### src/rtl/fifo1k9_ctrl_pkg.sv
// Shared constants and flag helper for the 1024x9 FIFO controller.
// All port widths of the controller derive from the constants here.
package fifo1k9_ctrl_pkg;

  localparam int unsigned FIFO_DEPTH = 1024;
  localparam int unsigned FIFO_AW    = 10;
  localparam int unsigned FIFO_DW    = 9;
  localparam int unsigned FIFO_CW    = 11;

  typedef struct packed {
    logic full;
    logic empty;
    logic almost_full;
    logic almost_empty;
  } flags_t;

  localparam flags_t RST_FLAGS = '{full: 1'b0, empty: 1'b1, almost_full: 1'b0, almost_empty: 1'b1};

  function automatic flags_t calc_flags(input logic [FIFO_CW-1:0] cnt,
                                        input logic [FIFO_CW-1:0] af_lvl,
                                        input logic [FIFO_CW-1:0] ae_lvl);
    flags_t f;
    f.full         = (cnt == FIFO_CW'(FIFO_DEPTH));
    f.empty        = (cnt == '0);
    f.almost_full  = (cnt >= af_lvl);
    f.almost_empty = (cnt <= ae_lvl);
    return f;
  endfunction

endpackage

### src/rtl/fifo1k9_ctrl.sv
// Pointer/occupancy controller for an external 1024x9 dual-port RAM
// (port A write-only, port B read-only with a 1-cycle registered read).
module fifo1k9_ctrl
  import fifo1k9_ctrl_pkg::*;
#(
  parameter int unsigned AFULL_LVL  = 1008,
  parameter int unsigned AEMPTY_LVL = 16
) (
  input  logic               clk,
  input  logic               rst_n,
  input  logic               clr,
  input  logic               wr_en,
  input  logic [FIFO_DW-1:0] wr_data,
  input  logic               rd_en,
  output logic [FIFO_DW-1:0] rd_data,
  output logic               rd_valid,
  output logic               full,
  output logic               empty,
  output logic               almost_full,
  output logic               almost_empty,
  output logic [FIFO_CW-1:0] count,
  output logic               overflow,
  output logic               underflow,
  output logic [FIFO_AW-1:0] ram_addra,
  output logic [FIFO_DW-1:0] ram_dia,
  output logic               ram_cea,
  output logic               ram_wea,
  output logic [FIFO_AW-1:0] ram_addrb,
  output logic               ram_ceb,
  input  logic [FIFO_DW-1:0] ram_dob
);

  localparam logic [FIFO_CW-1:0] AF_LVL = FIFO_CW'(AFULL_LVL);
  localparam logic [FIFO_CW-1:0] AE_LVL = FIFO_CW'(AEMPTY_LVL);

  logic [FIFO_AW-1:0] wptr_q, wptr_d;
  logic [FIFO_AW-1:0] rptr_q, rptr_d;
  logic [FIFO_CW-1:0] count_q, count_d;
  flags_t             flags_q, flags_d;
  logic               rd_valid_q, rd_valid_d;
  logic               overflow_q, overflow_d;
  logic               underflow_q, underflow_d;
  logic               push_ok, pop_ok;

  // Handshake: a push is taken when wr_en=1 and full=0, a pop when rd_en=1 and
  // empty=0, both only outside clr and reset; the RAM port strobes are exactly
  // these accept terms, and rd_valid follows an accepted pop by one cycle.
  always_comb begin
    push_ok = rst_n & ~clr & wr_en & ~flags_q.full;
    pop_ok  = rst_n & ~clr & rd_en & ~flags_q.empty;
  end

  always_comb begin
    wptr_d      = wptr_q + FIFO_AW'(push_ok);
    rptr_d      = rptr_q + FIFO_AW'(pop_ok);
    count_d     = count_q;
    rd_valid_d  = pop_ok;
    overflow_d  = ~clr & wr_en & flags_q.full;
    underflow_d = ~clr & rd_en & flags_q.empty;
    if (clr) begin
      wptr_d  = '0;
      rptr_d  = '0;
      count_d = '0;
    end else begin
      case ({push_ok, pop_ok})
        2'b10:   count_d = count_q + FIFO_CW'(1);
        2'b01:   count_d = count_q - FIFO_CW'(1);
        default: count_d = count_q;
      endcase
    end
    // Flags are derived from the next count so they move together with count.
    flags_d = calc_flags(count_d, AF_LVL, AE_LVL);
  end

  always_ff @(posedge clk or negedge rst_n) begin
    if (!rst_n) begin
      wptr_q      <= '0;
      rptr_q      <= '0;
      count_q     <= '0;
      flags_q     <= RST_FLAGS;
      rd_valid_q  <= 1'b0;
      overflow_q  <= 1'b0;
      underflow_q <= 1'b0;
    end else begin
      wptr_q      <= wptr_d;
      rptr_q      <= rptr_d;
      count_q     <= count_d;
      flags_q     <= flags_d;
      rd_valid_q  <= rd_valid_d;
      overflow_q  <= overflow_d;
      underflow_q <= underflow_d;
    end
  end

  always_comb begin
    ram_cea      = push_ok;
    ram_wea      = push_ok;
    ram_addra    = wptr_q;
    ram_dia      = wr_data;
    ram_ceb      = pop_ok;
    ram_addrb    = rptr_q;
    rd_data      = ram_dob;
    rd_valid     = rd_valid_q;
    count        = count_q;
    full         = flags_q.full;
    empty        = flags_q.empty;
    almost_full  = flags_q.almost_full;
    almost_empty = flags_q.almost_empty;
    overflow     = overflow_q;
    underflow    = underflow_q;
  end

endmodule

### config.mk
export PLATFORM = sky130hd
export DESIGN_NAME = fifo1k9_ctrl
export DESIGN_NICKNAME = d
export VERILOG_FILES = /design/src/rtl/fifo1k9_ctrl_pkg.sv /design/src/rtl/fifo1k9_ctrl.sv
export SDC_FILE = /design/constraint.sdc
export NUM_CORES = 1
export LEC_CHECK = 0
export CORE_MARGIN = 3
export CORE_UTILIZATION = 40
export CTS_CLUSTER_SIZE = 24
export DETAILED_ROUTE_END_ITERATION = 8
export PLACE_DENSITY = 0.7
export SETUP_SLACK_MARGIN = 0.3
export SKIP_LAST_GASP = 1
export SLEW_MARGIN = 20
export SYNTH_ARGS = -nofsm -noshare
export SYNTH_HDL_FRONTEND = slang
export SYNTH_SLANG_ARGS = --single-unit
export TNS_END_PERCENT = 50
### constraint.sdc
create_clock -name clk -period 4.25 [get_ports clk]
set_clock_uncertainty 0.2 [all_clocks]
set_input_delay 0.85 -clock clk [delete_from_list [all_inputs] [get_ports clk]]
set_output_delay 0.85 -clock clk [all_outputs]
set_load 0.05 [all_outputs]
==> metrics.txt, run 1 <==
met2 global-route usage 27.9%; Avg Vias per Cell 5.60; met3 Use GR 2.82%; Top Ports 82; post-synthesis sequential area ratio 35.4%; Rel. slew slack 65.5%; die area 7760 µm²; pre-CTS WS -35.4 ps; WP data required 4230 ps; chip width 88.1 µm; critical path's slowest cell clkdlybuf4s50_1; crit-path cells clkdlybuf4s50_1, nor4bb_4, inv_1, ha_2, xor2_1, ha_2, or4bb_1, and4_4, o21ai_2, a211oi_2, xnor2_1, or2_4, nor4_2; antenna viol nets, final 0; largest net degree at the start of global routing 39; clock sink count 38; Total GRT Usage 17.2%; Design Power 0.847 mW; CTS tree built; Net Sw Frac 31.2%; Synth area leaders dfrtp_1, xor2_1, buf_4, nor2_1, ha_1; P_leak 1.42 nW; net switching power 0.264 mW; number of buffers created by CTS 5; commonest non-fill, non-tap cell in the layout clkdlybuf4s50_1; worst path bufs/invs 2; cell mode on critical path ha_2; clock latency on the worst-skew pair 280 ps; first-pass GRT wire length 10.6 mm; WS Path Type in2reg; crit path capture type register; Peak VDD IR 0.161 mV; Util after Layout 50.4%; Combinational Power Share 23.5%; Synth area leader dfrtp_1; fmax 262 MHz; grt ovf 0; hold crit path type reg2reg; Slew Limit Fails 0; number of setup violations in the final report 0; Final Hold Viols 0; synthesized area per cell 9.17 µm²; IO buf count 45; Initial Util 41.7%; number of flops mapped to enable cells by yosys 0; fraction of registers with async set/reset 100%; Final period util 89.9%; Clock Path Buffers 2; prevailing post-synth register cell dfrtp_1; H-tree depth 2; vias in the first global route 2,196; Placed Instances 389; routed vias 2,230; slew of the pin with the lowest slew margin 515 ps; internal power 0.583 mW; status finished clean; Clock transition at path regs 70 ps; RSZ-0062 raised after global routing true; Tmin final 3820 ps; Detailed Place HPWL 4.65 mm; Critical Path Fanout Max 6; Critical Path AT 3810 ps; Clock Power Share 29.4%; Die Height 88.1 µm; Crit path depth 13; PD cells 260 nW/µm²; met1 Usage GRT 24.0%; worst hold path depth 2; Syn-to-layout area delta 20.8%; Non-Filler Instances 398; Yosys reg bits 38; Final Net Count 350; 1st-iter DRT viols 115; max-cap violations 0; fraction of power consumed by sequential logic 47.1%; post-synthesis cell area 2700 µm²; routed len/inst 15.9 µm; Netlist cell types 65; Clock Tree Root clkbuf_8; Placer Congestion 0.901; Final WS setup 429 ps; initial antenna violation count 0; cell family with most CP delay simple AND/OR/NAND/NOR gates; final WL 6.33 mm; first drt pass iteration count 4; worst reg-to-reg path cell count 12; post-synth net total 324; Cells after Synth 294; row count 29; Most Crowded Layer GR met2; CP startpoint kind primary input; core area 6460 µm²; commonest non-fill, non-tap cells in the layout clkdlybuf4s50_1, dfrtp_1, nor2_1, xor2_1, nand2_1; max incr delay on CP 500 ps; drt drc 0; Synth warnings 0; top cell type's share of synthesized area 33.4%; cts-stage hold buffer count 0; share of layout cells above drive strength 1 15.6%; antenna cell count 0
[synthesized netlist by cell type, types with 3 or more instances]
library cell,n
nand3_1,14
buf_4,20
buf_6,3
ha_1,7
o21ai_0,3
o211ai_1,8
a211oi_1,3
and2_1,3
nor2b_1,9
xor2_1,18
a21oi_1,11
a31oi_1,4
nand3b_1,3
o21a_1,3
inv_1,8
and3_1,9
buf_2,10
xnor2_1,7
nor3_1,9
nand2_1,15
dfrtp_1,36
clkbuf_1,3
nor2_1,31
[power by group through the flow]
stage / registers, mW / logic [mW] / clock network [mW]
after global routing: 0.402 / 0.217 / 0.272
after global placement: 0.406 / 0.197 / 0
after CTS: 0.398 / 0.199 / 0.261
after detailed placement: 0.406 / 0.198 / 0
final: 0.399 / 0.199 / 0.249
after floorplan: 0.440 / 0.145 / 0
[registers in the layout (all words and copies together), names as in the netlist]
| signal | flops |
|---|---|
| count | 11 |
| ram_addra | 10 |
| ram_addrb | 10 |
| almost_empty | 1 |
| almost_full | 1 |
| empty | 1 |
| full | 1 |
| overflow | 1 |
| rd_valid | 1 |
| underflow | 1 |
[worst register-to-register path, stage by stage, from the launching register on]
cell and delay [ps]:
dfrtp_1 430, nor4bb_4 320, inv_1 100, ha_2 230, xor2_1 170, ha_2 230, or4bb_1 480, and4_4 190
o21ai_2 130, a211oi_2 100, xnor2_1 160, or2_4 280, nor4_2 160
[stage by stage]
stage	TNS (ps)	cell area, µm²	hold slack (ps)
floorplan	-702	2760	354
global placement	0	3150	321
detailed placement	-58.7	3150	333
CTS	0	3240	356
global route	0	3260	389
finish	0	3260	356
[layer usage]
layer | up-vias | wire length (µm)
li1 | 1080 | -
met1 | 1087 | 2920
met2 | 57 | 3080
met3 | 6 | 291
met4 | 0 | 40
met5 | - | 0
[layout make-up]
cell class	instances	area (µm²)
fillers	596	3200
multi-input cells	210	1520
flip-flops and latches	38	953
repair buffers	57	564
well taps	77	96.3
clock buffers	7	86.3
inverters	8	30.0
clock inverters	1	5.00
[path summary, 6_finish.rpt]
check,startpoint,endpoint,slack [ps]
max,wr_en,full$_DFF_PN0_,430
min,ram_addrb[9]$_DFF_PN0_,ram_addrb[9]$_DFF_PN0_,360
max reg2reg,full$_DFF_PN0_,full$_DFF_PN0_,980
min reg2reg,ram_addrb[9]$_DFF_PN0_,ram_addrb[9]$_DFF_PN0_,360
max in group asynchronous,rst_n,empty$_DFF_PN1_,3010
min in group asynchronous,rst_n,ram_addrb[6]$_DFF_PN0_,470
[timing repair]
| item | 4_1_cts | 5_1_grt |
|---|---|---|
| pin swaps | 0 | 1 |
| setup buffers | 0 | 1 |
| setup endpoints to repair | 2 | 4 |
| endpoints found under the hold margin | 0 | 0 |
| gates resized for setup | 1 | 2 |
[cells by family (layout without fill, tap and decap cells)]
kind of cell | after synthesis | count (layout) | synth area share (%)
buffers and inverters | 46 | 73 | 10.5
adder cells (fa/ha/maj) | 7 | 7 | 3.25
XOR/XNOR | 25 | 25 | 8.12
AND/OR/NAND/NOR | 123 | 123 | 26.9
AO/OA/AOI/OAI | 54 | 54 | 15.5
flip-flops | 38 | 38 | 35.4
multiplexers | 1 | 1 | 0.371
No activity file was read; power rests on OpenSTA's default activity.
==> inputs of run 2 (changes only) <==
--- a/config.mk
+++ b/config.mk
@@ -6,10 +6,11 @@
 export NUM_CORES = 1
 export LEC_CHECK = 0
 export CORE_MARGIN = 3
-export CORE_UTILIZATION = 40
+export CORE_UTILIZATION = 48
 export CTS_CLUSTER_SIZE = 24
 export DETAILED_ROUTE_END_ITERATION = 8
-export PLACE_DENSITY = 0.7
+export MAX_ROUTING_LAYER = met4
+export PLACE_DENSITY = 0.82
 export SETUP_SLACK_MARGIN = 0.3
 export SKIP_LAST_GASP = 1
 export SLEW_MARGIN = 20
==> metrics.txt, run 2 (synthesized netlist as in run 1, its figures left out) <==
RSZ-0062 raised after global routing false (was true); slew of the pin with the lowest slew margin 525 ps (was 515 ps); core area 5270 µm² (was 6460 µm²); initial antenna violation count 0 (unchanged); cell family with most CP delay simple AND/OR/NAND/NOR gates (unchanged); commonest non-fill, non-tap cell in the layout clkdlybuf4s50_1 (unchanged); net switching power 0.267 mW (was 0.264 mW); Clock Path Buffers 2 (unchanged); Initial Util 51.2% (was 41.7%); drt drc 0 (unchanged); Placer Congestion 0.912 (was 0.901); Combinational Power Share 24.0% (was 23.5%); Clock Tree Root clkbuf_8 (unchanged); first-pass GRT wire length 10.5 mm (was 10.6 mm); IO buf count 45 (unchanged); Top Ports 82 (unchanged); Clock Power Share 28.1% (was 29.4%); cts-stage hold buffer count 0 (unchanged); Clock transition at path regs 70 ps (about the same); max-cap violations 0 (unchanged); WP data required 4220 ps (was 4230 ps); Net Sw Frac 32.0% (was 31.2%); placed inst area 3140 µm² (was 3150 µm²); number of setup violations in the final report 0 (unchanged); CTS tree built (unchanged); largest net degree at the start of global routing 39 (unchanged); Detailed Place HPWL 4.65 mm (about the same); grt ovf 0 (unchanged); Tmin final 3950 ps (was 3820 ps); max FFs per register 11 (unchanged); Peak VDD IR 0.173 mV (was 0.161 mV); worst path bufs/invs 2 (unchanged); status finished clean (unchanged); fraction of power consumed by sequential logic 47.9% (was 47.1%); Total GRT Usage 20.8% (was 17.2%); routed len/inst 16.3 µm (was 15.9 µm); Critical Path Fanout Max 6 (unchanged); Die Height 81.0 µm (was 88.1 µm); Non-Filler Instances 393 (was 398); row count 26 (was 29); antenna cell count 0 (unchanged); first drt pass iteration count 4 (unchanged); Final Net Count 352 (was 350); Critical Path AT 3930 ps (was 3810 ps); H-tree depth 2 (unchanged); antenna viol nets, final 0 (unchanged); Util after Layout 61.7% (was 50.4%); CP startpoint kind primary input (unchanged); clock latency on the worst-skew pair 280 ps (about the same); hold crit path type reg2reg (unchanged); number of buffers created by CTS 5 (unchanged); Final period util 93.0% (was 89.9%); crit-path cells clkdlybuf4s50_1, nor4bb_4, inv_1, ha_2, xor2_1, ha_2, or4bb_4, and4_4, o21ai_2, a211oi_2, xnor2_1, or2_4, nor4_2 (was clkdlybuf4s50_1, nor4bb_4, inv_1, ha_2, xor2_1, ha_2, or4bb_1, and4_4, o21ai_2, a211oi_2, xnor2_1, or2_4, nor4_2); vias in the first global route 2,107 (was 2,196); critical path's slowest cell clkdlybuf4s50_1 (unchanged); Rel. slew slack 64.9% (was 65.5%); P_leak 1.43 nW (was 1.42 nW); Syn-to-layout area delta 20.6% (was 20.8%); commonest non-fill, non-tap cells in the layout clkdlybuf4s50_1, dfrtp_1, nor2_1, xor2_1, nand2_1 (unchanged); post-route cell area 3250 µm² (was 3260 µm²); max incr delay on CP 510 ps (was 500 ps); Slew Limit Fails 0 (unchanged); clock sink count 38 (unchanged); PD cells 256 nW/µm² (was 260 nW/µm²); 1st-iter DRT viols 168 (was 115); chip width 81.0 µm (was 88.1 µm); WS Path Type in2reg (unchanged); die area 6550 µm² (was 7760 µm²); Final Hold Viols 0 (unchanged); setup TNS 0 ps (unchanged); Placed Instances 383 (was 389); final WL 6.41 mm (was 6.33 mm); Avg Vias per Cell 5.73 (was 5.60); internal power 0.567 mW (was 0.583 mW); share of layout cells above drive strength 1 16.1% (was 15.6%); routed vias 2,250 (was 2,230); crit path capture type register (unchanged); fmax 253 MHz (was 262 MHz); cell mode on critical path ha_2 (unchanged); final hold slack 351 ps (was 356 ps)
[run 2: cell types whose count changed in the layout (fill, tap and decap cells not counted), sizes merged]
cell,delta
clkinv,+1
buf,+2
clkbuf,-1
[run 2: area by class of cell]
| type | count | area [µm²] |
|---|---|---|
| clock buffer | 6 | 72.6 |
| clock inverter | 2 | 10.0 |
| fill | 455 | 2020 |
| inverter | 8 | 30.0 |
| multi-input combinational | 210 | 1520 |
| sequential | 38 | 953 |
| tap | 70 | 87.6 |
| timing repair buffer | 59 | 579 |
[run 2: path summary, 6_finish.rpt]
| path | slack, ps | cells after the start | end | from |
|---|---|---|---|---|
| max in group asynchronous | 3030 | 2 | almost_empty$_DFF_PN1_ | rst_n |
| min in group asynchronous | 470 | 2 | ram_addrb[9]$_DFF_PN0_ | rst_n |
| max reg2reg | 840 | 12 | full$_DFF_PN0_ | full$_DFF_PN0_ |
| max | 300 | 13 | full$_DFF_PN0_ | wr_en |
| min | 350 | 2 | ram_addrb[9]$_DFF_PN0_ | ram_addrb[9]$_DFF_PN0_ |
| min reg2reg | 350 | 2 | ram_addrb[9]$_DFF_PN0_ | ram_addrb[9]$_DFF_PN0_ |
[run 2: tightest hold or removal path, delay by kind of cell (launching register included)]
family | cells | cell delay [ps]
xor+xnor | 1 | 80
flops | 1 | 360
simple gates | 1 | 80
[run 2: per-stage QoR]
step,setup WS [ps],total power [mW]
CTS,385,0.841
finish,296,0.834
floorplan,-218,0.586
detailed placement,7.26,0.605
global route,248,0.879
global placement,109,0.601
[run 2: routing by layer]
layer | wire length, µm | global-route usage [%]
met1 | 2820 | 28.3
met5 | 0 | -
met3 | 338 | 3.33
met4 | 73 | 4.90
met2 | 3180 | 32.7
[run 2: power by group through the flow]
stage	logic, mW	registers [mW]	clock network (mW)
2_1_floorplan	0.145	0.440	0
3_3_place_gp	0.196	0.406	0
3_5_place_dp	0.198	0.407	0
4_1_cts	0.198	0.400	0.243
5_1_grt	0.216	0.402	0.260
6_report	0.200	0.400	0.234
[run 2: timing repair]
item / in CTS / in global routing
endpoints found under the setup margin: 2 / 2
gates resized for setup: 1 / 2
setup buffers: 0 / 2
pin swaps: 0 / 2
gates cloned: 0 / 0
